File: src/rtl/ml_dense_core.sv
// Dense-layer engine: one time-multiplexed signed MAC walks every neuron in turn,
// then publishes the whole saturated output vector in a single cycle.
module ml_dense_core #(
    parameter int pINPUTCNT   = 4,
    parameter int pOUTPUTCNT  = 4,
    parameter int pDATA_WIDTH = 8,
    parameter int pSHIFT      = 4,
    parameter int pACC_WIDTH  = 24
) (
    input  logic                                      crypt_clk,
    input  logic                                      reset,
    input  logic                                      start,
    input  logic                                      relu_en,
    input  logic [pINPUTCNT*pDATA_WIDTH-1:0]          nn_inputs,
    input  logic [pINPUTCNT*pOUTPUTCNT*pDATA_WIDTH-1:0] nn_weights,
    input  logic [pOUTPUTCNT*pDATA_WIDTH-1:0]         nn_bias,
    output logic [pOUTPUTCNT*pDATA_WIDTH-1:0]         nn_outputs,
    output logic                                      busy,
    output logic                                      done,
    output logic                                      trigger
);

    localparam int N  = pINPUTCNT;
    localparam int M  = pOUTPUTCNT;
    localparam int W  = pDATA_WIDTH;
    localparam int A  = pACC_WIDTH;
    localparam int IW = (N > 1) ? $clog2(N) : 1;
    localparam int JW = (M > 1) ? $clog2(M) : 1;

    localparam logic signed [A-1:0] MAXV = A'((1 << (W - 1)) - 1);
    localparam logic signed [A-1:0] MINV = ~MAXV;

    typedef enum logic [2:0] {IDLE, INIT, MAC, WRITE, FINISH} state_t;

    state_t                state_q, state_d;
    logic signed [W-1:0]   x_q      [N];
    logic signed [W-1:0]   w_q      [M][N];
    logic signed [W-1:0]   b_q      [M];
    logic signed [W-1:0]   result_q [M];
    logic signed [W-1:0]   out_q    [M];
    logic                  reluEn_q;
    logic signed [A-1:0]   acc_q, acc_d;
    logic [IW-1:0]         inIdx_q, inIdx_d;
    logic [JW-1:0]         neuronIdx_q, neuronIdx_d;
    logic                  done_q;
    logic                  trigger_q;

    logic                  capture;
    logic                  writeSlot;
    logic                  publish;
    logic signed [2*W-1:0] product;
    logic signed [A-1:0]   productExt;
    logic signed [A-1:0]   biasExt;
    logic signed [A-1:0]   shifted;
    logic signed [A-1:0]   clipped;
    logic signed [W-1:0]   satVal;

    // Datapath: MAC operand selection, bias alignment and the WRITE-stage rounding/clamp.
    always_comb begin
        product    = x_q[inIdx_q] * w_q[neuronIdx_q][inIdx_q];
        productExt = {{(A - 2*W){product[2*W-1]}}, product};
        biasExt    = {{(A - W){b_q[neuronIdx_q][W-1]}}, b_q[neuronIdx_q]};
        shifted    = acc_q >>> pSHIFT;
        if (reluEn_q && (shifted < 0)) begin
            clipped = '0;
        end else begin
            clipped = shifted;
        end
        if (clipped > MAXV) begin
            satVal = MAXV[W-1:0];
        end else if (clipped < MINV) begin
            satVal = MINV[W-1:0];
        end else begin
            satVal = clipped[W-1:0];
        end
    end

    always_comb begin
        state_d     = state_q;
        acc_d       = acc_q;
        inIdx_d     = inIdx_q;
        neuronIdx_d = neuronIdx_q;
        capture     = 1'b0;
        writeSlot   = 1'b0;
        publish     = 1'b0;
        case (state_q)
            IDLE: begin
                if (start) begin
                    capture     = 1'b1;
                    inIdx_d     = '0;
                    neuronIdx_d = '0;
                    state_d     = INIT;
                end
            end
            INIT: begin
                acc_d   = biasExt <<< pSHIFT;
                inIdx_d = '0;
                state_d = MAC;
            end
            MAC: begin
                acc_d = acc_q + productExt;
                if (inIdx_q == IW'(N - 1)) begin
                    state_d = WRITE;
                end else begin
                    inIdx_d = inIdx_q + IW'(1);
                end
            end
            WRITE: begin
                writeSlot = 1'b1;
                if (neuronIdx_q == JW'(M - 1)) begin
                    state_d = FINISH;
                end else begin
                    neuronIdx_d = neuronIdx_q + JW'(1);
                    state_d     = INIT;
                end
            end
            FINISH: begin
                publish = 1'b1;
                state_d = IDLE;
            end
            default: state_d = IDLE;
        endcase
    end

    // Operands are shadowed on start so the buses only need to be stable for that one cycle.
    always_ff @(posedge crypt_clk) begin
        if (reset) begin
            state_q     <= IDLE;
            acc_q       <= '0;
            inIdx_q     <= '0;
            neuronIdx_q <= '0;
            reluEn_q    <= 1'b0;
            done_q      <= 1'b0;
            trigger_q   <= 1'b0;
            for (int j = 0; j < M; j++) begin
                b_q[j]      <= '0;
                result_q[j] <= '0;
                out_q[j]    <= '0;
                for (int i = 0; i < N; i++) begin
                    w_q[j][i] <= '0;
                end
            end
            for (int i = 0; i < N; i++) begin
                x_q[i] <= '0;
            end
        end else begin
            state_q     <= state_d;
            acc_q       <= acc_d;
            inIdx_q     <= inIdx_d;
            neuronIdx_q <= neuronIdx_d;
            done_q      <= publish;
            trigger_q   <= (state_q != IDLE);
            if (capture) begin
                reluEn_q <= relu_en;
                for (int i = 0; i < N; i++) begin
                    x_q[i] <= nn_inputs[i*W +: W];
                end
                for (int j = 0; j < M; j++) begin
                    b_q[j] <= nn_bias[j*W +: W];
                    for (int i = 0; i < N; i++) begin
                        w_q[j][i] <= nn_weights[(j*N + i)*W +: W];
                    end
                end
            end
            if (writeSlot) begin
                result_q[neuronIdx_q] <= satVal;
            end
            // The visible vector flips all at once so a readback never sees a mix of runs.
            if (publish) begin
                for (int j = 0; j < M; j++) begin
                    out_q[j] <= result_q[j];
                end
            end
        end
    end

    always_comb begin
        nn_outputs = '0;
        for (int j = 0; j < M; j++) begin
            nn_outputs[j*W +: W] = out_q[j];
        end
    end

    assign busy    = (state_q != IDLE);
    assign done    = done_q;
    assign trigger = trigger_q;

endmodule

File: config.mk
export PLATFORM = sky130hd
export DESIGN_NAME = ml_dense_core
export DESIGN_NICKNAME = d
export VERILOG_FILES = /design/src/rtl/ml_dense_core.sv
export SDC_FILE = /design/constraint.sdc
export NUM_CORES = 1
export LEC_CHECK = 0
export CAP_MARGIN = 0
export CORE_ASPECT_RATIO = 0.9
export CORE_MARGIN = 5
export CORE_UTILIZATION = 56
export DETAILED_ROUTE_END_ITERATION = 8
export MAX_ROUTING_LAYER = met4
export PLACE_DENSITY = 0.87
export SLEW_MARGIN = 5
export SYNTH_ARGS = -nofsm -noshare
export SYNTH_HDL_FRONTEND = slang
export SYNTH_SLANG_ARGS = --single-unit
File: constraint.sdc
create_clock -name crypt_clk -period 8 [get_ports crypt_clk]
set_input_delay 0.8 -clock crypt_clk [delete_from_list [all_inputs] [get_ports crypt_clk]]
set_output_delay 0.8 -clock crypt_clk [all_outputs]
set_load 0.05 [all_outputs]
==> load_flow_metrics.sql, run 1 <==
INSERT INTO impl_metrics (metric_group, metric, value, unit) VALUES
('worst_setup_path', 'path_max_fanout', '21', ''),
('synth', 'post_synth_inst_count', '1249', ''),
('synth', 'synthesis.area', '0.0166', 'mm2'),
('layout', 'post_layout_nonfiller_instances', '1884', ''),
('floorplan', 'rows', '59', ''),
('timing', 'worst_slew_pin_slew', '1.17', 'ns'),
('clock_tree', 'tritoncts_num_sinks', '294', ''),
('worst_setup_path', 'critical_path.startpoint_type', 'flip-flop', ''),
('timing', 'setup-violations-final', '0', ''),
('timing', 'hold_violations', '0', ''),
('worst_setup_path', 'endpoint_kind', 'flip-flop', ''),
('synth', 'asyncSetResetFlopFracSynth', '0', '%'),
('floorplan', 'vertical_die_dimension', '173', 'um'),
('global_route', 'grt_max_degree', '193', ''),
('synth', 'yosys.area.top_type_share', '46.3', '%'),
('power', 'total_power', '6.21', 'mW'),
('placed_design', 'port_buffers', '230', ''),
('global_route', 'grt_pass1_vias', '11000', ''),
('clock_tree', 'insertion_delay', '0.58', 'ns'),
('layout', 'stdcell_area', '0.0202', 'mm2'),
('drt', 'routed-via-count', '10400', ''),
('layout', 'area.growth.synth_to_final', '21.6', '%'),
('timing', 'fin_crit', '7.38', 'ns'),
('worst_setup_path', 'data_required_time_at_the_worst_endpoint', '8.47', 'ns'),
('timing', 'unrepaired_setup_endpoints_after_global_routing', 'no', ''),
('timing', 'hold_ws', '0.477', 'ns'),
('power', 'power.density_cell_area', '308', 'mW/mm2'),
('placed_design', 'placedCellCount', '1827', ''),
('synth', 'synthTopCellsByArea', 'edfxtp_1 (46%), fa_1 (13%), and2_1 (9.9%)', ''),
('synth', 'synth_flop_cell', 'edfxtp_1', ''),
('synth', 'synth_edf_count', '256', ''),
('floorplan', 'floorplan.core_area', '0.0291', 'mm2'),
('clock_tree', 'clk_pin_slew', '0.06', 'ns'),
('clock_tree', 'cts_tree', 'done', ''),
('layout', 'finalNetCount', '1820', ''),
('layout', 'n_antenna_cell', '0', ''),
('synth', 'synth-seq-cells', '294', ''),
('clock_tree', 'ctsResizeCount', '0', ''),
('placed_design', 'post_place_setup_slack', '0.653', 'ns'),
('drt', 'wire_per_inst', '20.3', 'um'),
('power', 'static-leakage-power', '8.15', 'nW'),
('synth', 'yosys.area.top_type', 'edfxtp_1', ''),
('timing', 'final_period_util', '92.2', '%'),
('clock_tree', 'postCtsSetupRepairBufs', '0', ''),
('clock_tree', 'cts.htree.levels', '1', ''),
('floorplan', 'die-area', '0.0332', 'mm2'),
('layout', 'fill_cells', '1987', ''),
('clock_tree', 'cts_buffer_depth', '3', ''),
('synth', 'synth.most_common_cell', 'and2_1', ''),
('timing', 'post-route-worst-setup-slack', '0.624', 'ns'),
('synth', 'yosysWarnings', '0', ''),
('worst_setup_path', 'arrival_time_of_data_at_the_critical_path_endpoint', '7.85', 'ns'),
('drt', 'vias_per_cell', '5.52', ''),
('timing', 'skew', '0.0141', 'ns'),
('timing', 'number_of_pins_with_negative_max_slew_slack_in_the_final_report', '0', ''),
('synth', 'synth_sequential_area_ratio', '50.9', '%'),
('status', 'run_status', 'finished, final reports clean', ''),
('worst_setup_path', 'setup.worst_path.class', 'reg2reg', ''),
('synth', 'postSynthAreaPerCell', '13.3', 'um2'),
('min_path', 'timing.hold.worst.class', 'reg2reg', ''),
('synth', 'ys_types', '62', ''),
('placed_design', 'dp.final_hpwl', '28900', 'um'),
('layout', 'post_route_cells_drive_above_1_share', '8.06', '%'),
('clock_tree', 'cts-root-buf', 'clkbuf_16', ''),
('drt', 'antenna_violating_nets_post_route', '0', ''),
('job', 'maxCapViolCount', '0', ''),
('clock_tree', 'cts_hold_buf', '0', ''),
('placed_design', 'place_area', '0.0193', 'mm2'),
('global_route', 'grtUsageTotal', '23.8', '%'),
('floorplan', 'overall_die_width', '191', 'um'),
('global_route', 'initial_antenna_violation_count', '0', '');
## state kept, by name, summed over array words and instances, names as in the netlist, named ones only
signal / cells
b_q: 32
done: 1
result_q: 32
neuronIdx_q: 2
state_q: 3
acc_q: 24
inIdx_q: 2
x_q: 32
out_q: 32
w_q: 128
reluEn_q: 1
trigger: 1
## layout make-up
type / count / area, um2 / area share, %
clock buffer: 36 / 795 / 3.94
timing repair buffer: 241 / 2400 / 11.9
multi-input combinational: 794 / 7530 / 37.3
inverter: 102 / 383 / 1.90
tap: 396 / 495 / 2.46
clock inverter: 21 / 123 / 0.608
sequential: 294 / 8450 / 41.9
## power breakdown
part / internal [mW] / leakage, nW / switching (mW) / total, mW
registers: 1.87 / 3.04 / 0.126 / 2.00
clock network: 0.712 / 0.446 / 0.596 / 1.31
logic: 1.20 / 4.67 / 1.70 / 2.90
total: 3.78 / 8.15 / 2.43 / 6.21
## cell families (layout without fill, tap and decap cells)
| group | count (synthesis) | after routing | share of synthesized area (%) |
|---|---|---|---|
| XOR/XNOR | 16 | 16 | 0.844 |
| adder cells (fa/ha/maj) | 160 | 160 | 16.8 |
| multiplexers | 64 | 64 | 8.08 |
| AO/OA/AOI/OAI | 112 | 112 | 4.50 |
| buffers and inverters | 161 | 400 | 3.87 |
| flip-flops | 294 | 294 | 50.9 |
| AND/OR/NAND/NOR | 442 | 442 | 15.0 |
## placed cells by master, fill, tap and decap left out, drive strengths merged, types with 7 or more instances in the layout
master	n
a21oi	40
buf	11
clkbuf	36
dfxtp	38
ha	56
nand2b	10
nor3	10
nand3	7
clkdlybuf4s50	230
mux2i	8
nor2	74
fa	104
edfxtp	256
o21ai	14
nand2	39
a211oi	10
mux4	55
and2	265
clkinv	17
a21o	7
xnor2	13
inv	105
## path summary, 6_finish.rpt
path,startpoint,to,slack [ns],cells after the start
max,flip-flop,acc_q[23]$_SDFFE_PP0P_,0.62,18
min,reluEn_q$_SDFFE_PP0P_,reluEn_q$_SDFFE_PP0P_,0.48,2
max reg2reg,flip-flop,acc_q[23]$_SDFFE_PP0P_,0.62,18
min reg2reg,reluEn_q$_SDFFE_PP0P_,reluEn_q$_SDFFE_PP0P_,0.48,2
## critical path, stage by stage (launching register included)
cell and delay, ns:
dfxtp_2 0.77, buf_4 0.31, mux4_1 0.56, mux4_2 0.59, and2_4 0.30, inv_1 0.11, fa_1 0.42, inv_1 0.10
fa_1 0.44, fa_1 0.48, fa_1 0.58, fa_1 0.42, ha_1 0.38, nand2_1 0.09, o211ai_1 0.30, nand3_1 0.23
a2111oi_2 0.68, a2111oi_0 0.21, o32ai_1 0.28
## per-layer routing
metal | vias up | track usage [%] | part of all wire [%]
li1 | 4795 | - | -
met1 | 5110 | 31.2 | 40
met2 | 413 | 38.9 | 51
met3 | 88 | 3.69 | 6.5
met4 | 0 | 7.24 | 3.3
met5 | - | - | 0
Power figures use the tool's default switching activity.
==> run 2, diff against run 1 <==
Settings changed: CTS_BUF_LIST from default to sky130_fd_sc_hd__clkbuf_8 sky130_fd_sc_hd__clkbuf_16.
==> run 2 against run 1 <==
Net effect: fmax down 0.16%; routed wire length is 0.12% lower; cell area unchanged; die area is the same; sequential share of layout area did not move; combinational power about the same; highest routed layer unchanged; clock skew down 0.0015 ns; sequential cell count stayed put; count of clock-buffer cells in the layout fell by 5; largest power group unchanged; non-clock buffer count unchanged; utilization is the same.
==> load_flow_metrics.sql, run 2 (synthesis results as in run 1) <==
INSERT INTO impl_metrics (metric_group, metric, value, unit) VALUES
('layout', 'n_antenna_cell', '0', ''),
('power', 'p_comb_share', '46.8', '%'),
('floorplan', 'floorplan.core_area', '0.0291', 'mm2'),
('drt', 'drc', '0', ''),
('power', 'power.sequential.fraction', '32.3', '%'),
('power', 'clkPwrFrac', '21.0', '%'),
('drt', 'drtPass1Iterations', '5', ''),
('clock_tree', 'cts_hold_buf', '0', ''),
('power', 'ir_worst_vdd', '0.191', 'mV'),
('floorplan', 'die-area', '0.0332', 'mm2'),
('floorplan', 'overall_die_width', '191', 'um'),
('layout', 'finalNetCount', '1820', ''),
('power', 'cellInternalPower', '3.77', 'mW'),
('timing', 'setup-violations-final', '0', ''),
('floorplan', 'vertical_die_dimension', '173', 'um'),
('clock_tree', 'cts_tree', 'done', ''),
('floorplan', 'io_pins', '231', ''),
('timing', 'maxClockFrequency', '0.135', 'GHz'),
('placed_design', 'placedCellCount', '1827', ''),
('worst_setup_path', 'arrival_time_of_data_at_the_critical_path_endpoint', '7.86', 'ns'),
('placed_design', 'dp.final_hpwl', '28900', 'um'),
('clock_tree', 'cts_buffer_depth', '3', ''),
('timing', 'number_of_pins_with_negative_max_slew_slack_in_the_final_report', '0', ''),
('layout', 'layout_commonest_cell', 'and2_1', ''),
('placed_design', 'port_buffers', '230', ''),
('power', 'power.switching_fraction', '39.1', '%'),
('clock_tree', 'postCtsSetupRepairBufs', '0', ''),
('worst_setup_path', 'endpoint_kind', 'flip-flop', ''),
('worst_setup_path', 'setup.worst_path.class', 'reg2reg', ''),
('drt', 'initialDrtViolationCount', '728', ''),
('layout', 'post_route_cells_drive_above_1_share', '8.06', '%'),
('global_route', 'grtUsageTotal', '23.8', '%'),
('worst_setup_path', 'data_required_time_at_the_worst_endpoint', '8.47', 'ns'),
('clock_tree', 'cts_inserted_buffers', '31', ''),
('min_path', 'timing.hold.worst.class', 'reg2reg', ''),
('timing', 'worst_slew_pin_slew', '1.17', 'ns'),
('power', 'p_sw', '2.42', 'mW'),
('placed_design', 'globalplace.congestion', '0.944', ''),
('layout', 'mostFrequentLayoutCells', 'and2_1 (263), edfxtp_1 (256), clkdlybuf4s50_1 (230)', ''),
('layout', 'post_layout_nonfiller_instances', '1884', ''),
('floorplan', 'start_util', '57.1', '%'),
('global_route', 'initial_antenna_violation_count', '0', ''),
('layout', 'final_core_util', '69.4', '%'),
('global_route', 'globalRoute.totalOverflow', '0', ''),
('clock_tree', 'tritoncts_num_sinks', '294', ''),
('drt', 'drt-total-wl', '38200', 'um'),
('clock_tree', 'ctsResizeCount', '0', ''),
('timing', 'unrepaired_setup_endpoints_after_global_routing', 'no', ''),
('status', 'run_status', 'finished, final reports clean', ''),
('job', 'maxCapViolCount', '0', ''),
('timing', 'fin_tns_setup', '0', 'ns'),
('worst_setup_path', 'path_max_fanout', '21', ''),
('global_route', 'grt_pass1_vias', '11000', ''),
('timing', 'hold_violations', '0', ''),
('power', 'static-leakage-power', '8.17', 'nW'),
('clock_tree', 'cts.htree.levels', '1', ''),
('drt', 'wire_per_inst', '20.3', 'um'),
('layout', 'area.growth.synth_to_final', '21.6', '%'),
('timing', 'slew_headroom', '22.0', '%'),
('clock_tree', 'insertion_delay', '0.58', 'ns'),
('layout', 'largest_register_ff_count', '128', ''),
('drt', 'vias_per_cell', '5.52', ''),
('timing', 'fin_crit', '7.39', 'ns'),
('worst_setup_path', 'timing.reg2reg.setup_slack', '0.61', 'ns'),
('drt', 'routed-via-count', '10400', ''),
('clock_tree', 'clk_pin_slew', '0.06', 'ns'),
('floorplan', 'rows', '59', ''),
('timing', 'final_period_util', '92.3', '%'),
('global_route', 'grt_max_degree', '193', ''),
('global_route', 'grt_first_pass_wirelength', '59700', 'um'),
('layout', 'largest_register', 'w_q', ''),
('worst_setup_path', 'critical_path.startpoint_type', 'flip-flop', ''),
('power', 'power.density_cell_area', '307', 'mW/mm2'),
('timing', 'skew', '0.0126', 'ns'),
('drt', 'antenna_violating_nets_post_route', '0', ''),
('clock_tree', 'cts-root-buf', 'clkbuf_16', '');
[run 2: cell types whose count changed in the layout (fill, tap and decap cells not counted)]
| cell | before | now |
|---|---|---|
| clkbuf_1 | 5 | 0 |
| inv_1 | 102 | 107 |
[run 2: cell type report]
class                      count  area [um2]
sequential                   294        8450
inverter                     102         383
fill                        1987        8910
timing repair buffer         241        2400
multi-input combinational    794        7530
clock inverter                26         141
clock buffer                  31         776
tap                          396         495
[run 2: path summary, 6_finish.rpt]
| check | startpoint | endpoint | cells after the start |
|---|---|---|---|
| max | flip-flop | acc_q[23]$_SDFFE_PP0P_ | 18 |
| min | reluEn_q$_SDFFE_PP0P_ | reluEn_q$_SDFFE_PP0P_ | 2 |
| max reg2reg | flip-flop | acc_q[23]$_SDFFE_PP0P_ | 18 |
| min reg2reg | reluEn_q$_SDFFE_PP0P_ | reluEn_q$_SDFFE_PP0P_ | 2 |
[run 2: per-layer routing]
metal  GRT usage, %  wire (um)  up-vias
met4           7.24       1280        0
met1           31.2      15100     5100
met5              -          0        -
met3           3.69       2480       90
li1               -          -     4796
met2           38.9      19300      416
[run 2: worst max-delay path: stages (launching register included)]
cell       delay, ns
dfxtp_2         0.77
buf_4           0.31
mux4_1          0.56
mux4_2          0.59
and2_4          0.30
inv_1           0.11
fa_1            0.42
inv_1           0.10
fa_1            0.44
fa_1            0.48
fa_1            0.58
fa_1            0.42
ha_1            0.38
nand2_1         0.09
o211ai_1        0.30
nand3_1         0.23
a2111oi_2       0.69
a2111oi_0       0.21
o32ai_1         0.28
[run 2: power groups by stage]
stage	clock network, mW	logic [mW]	registers, mW
after detailed placement	0	2.87	2.03
after global routing	1.38	3.25	2.02
after floorplan	0	2.13	2.00
final	1.30	2.90	2.00
after CTS	1.32	2.90	2.00
after global placement	0	2.80	2.02
[run 2: per-stage QoR]
step | total power [mW] | setup slack [ns] | area [um2] | hold WS, ns
3_3_place_gp | 4.82 | 0.902 | 19300 | 0.444
6_report | 6.20 | 0.612 | 20200 | 0.477
2_1_floorplan | 4.13 | 1.48 | 16600 | 0.436
3_5_place_dp | 4.90 | 0.653 | 19300 | 0.467
5_1_grt | 6.65 | 0.115 | 20200 | 0.500
4_1_cts | 6.23 | 0.602 | 20200 | 0.476
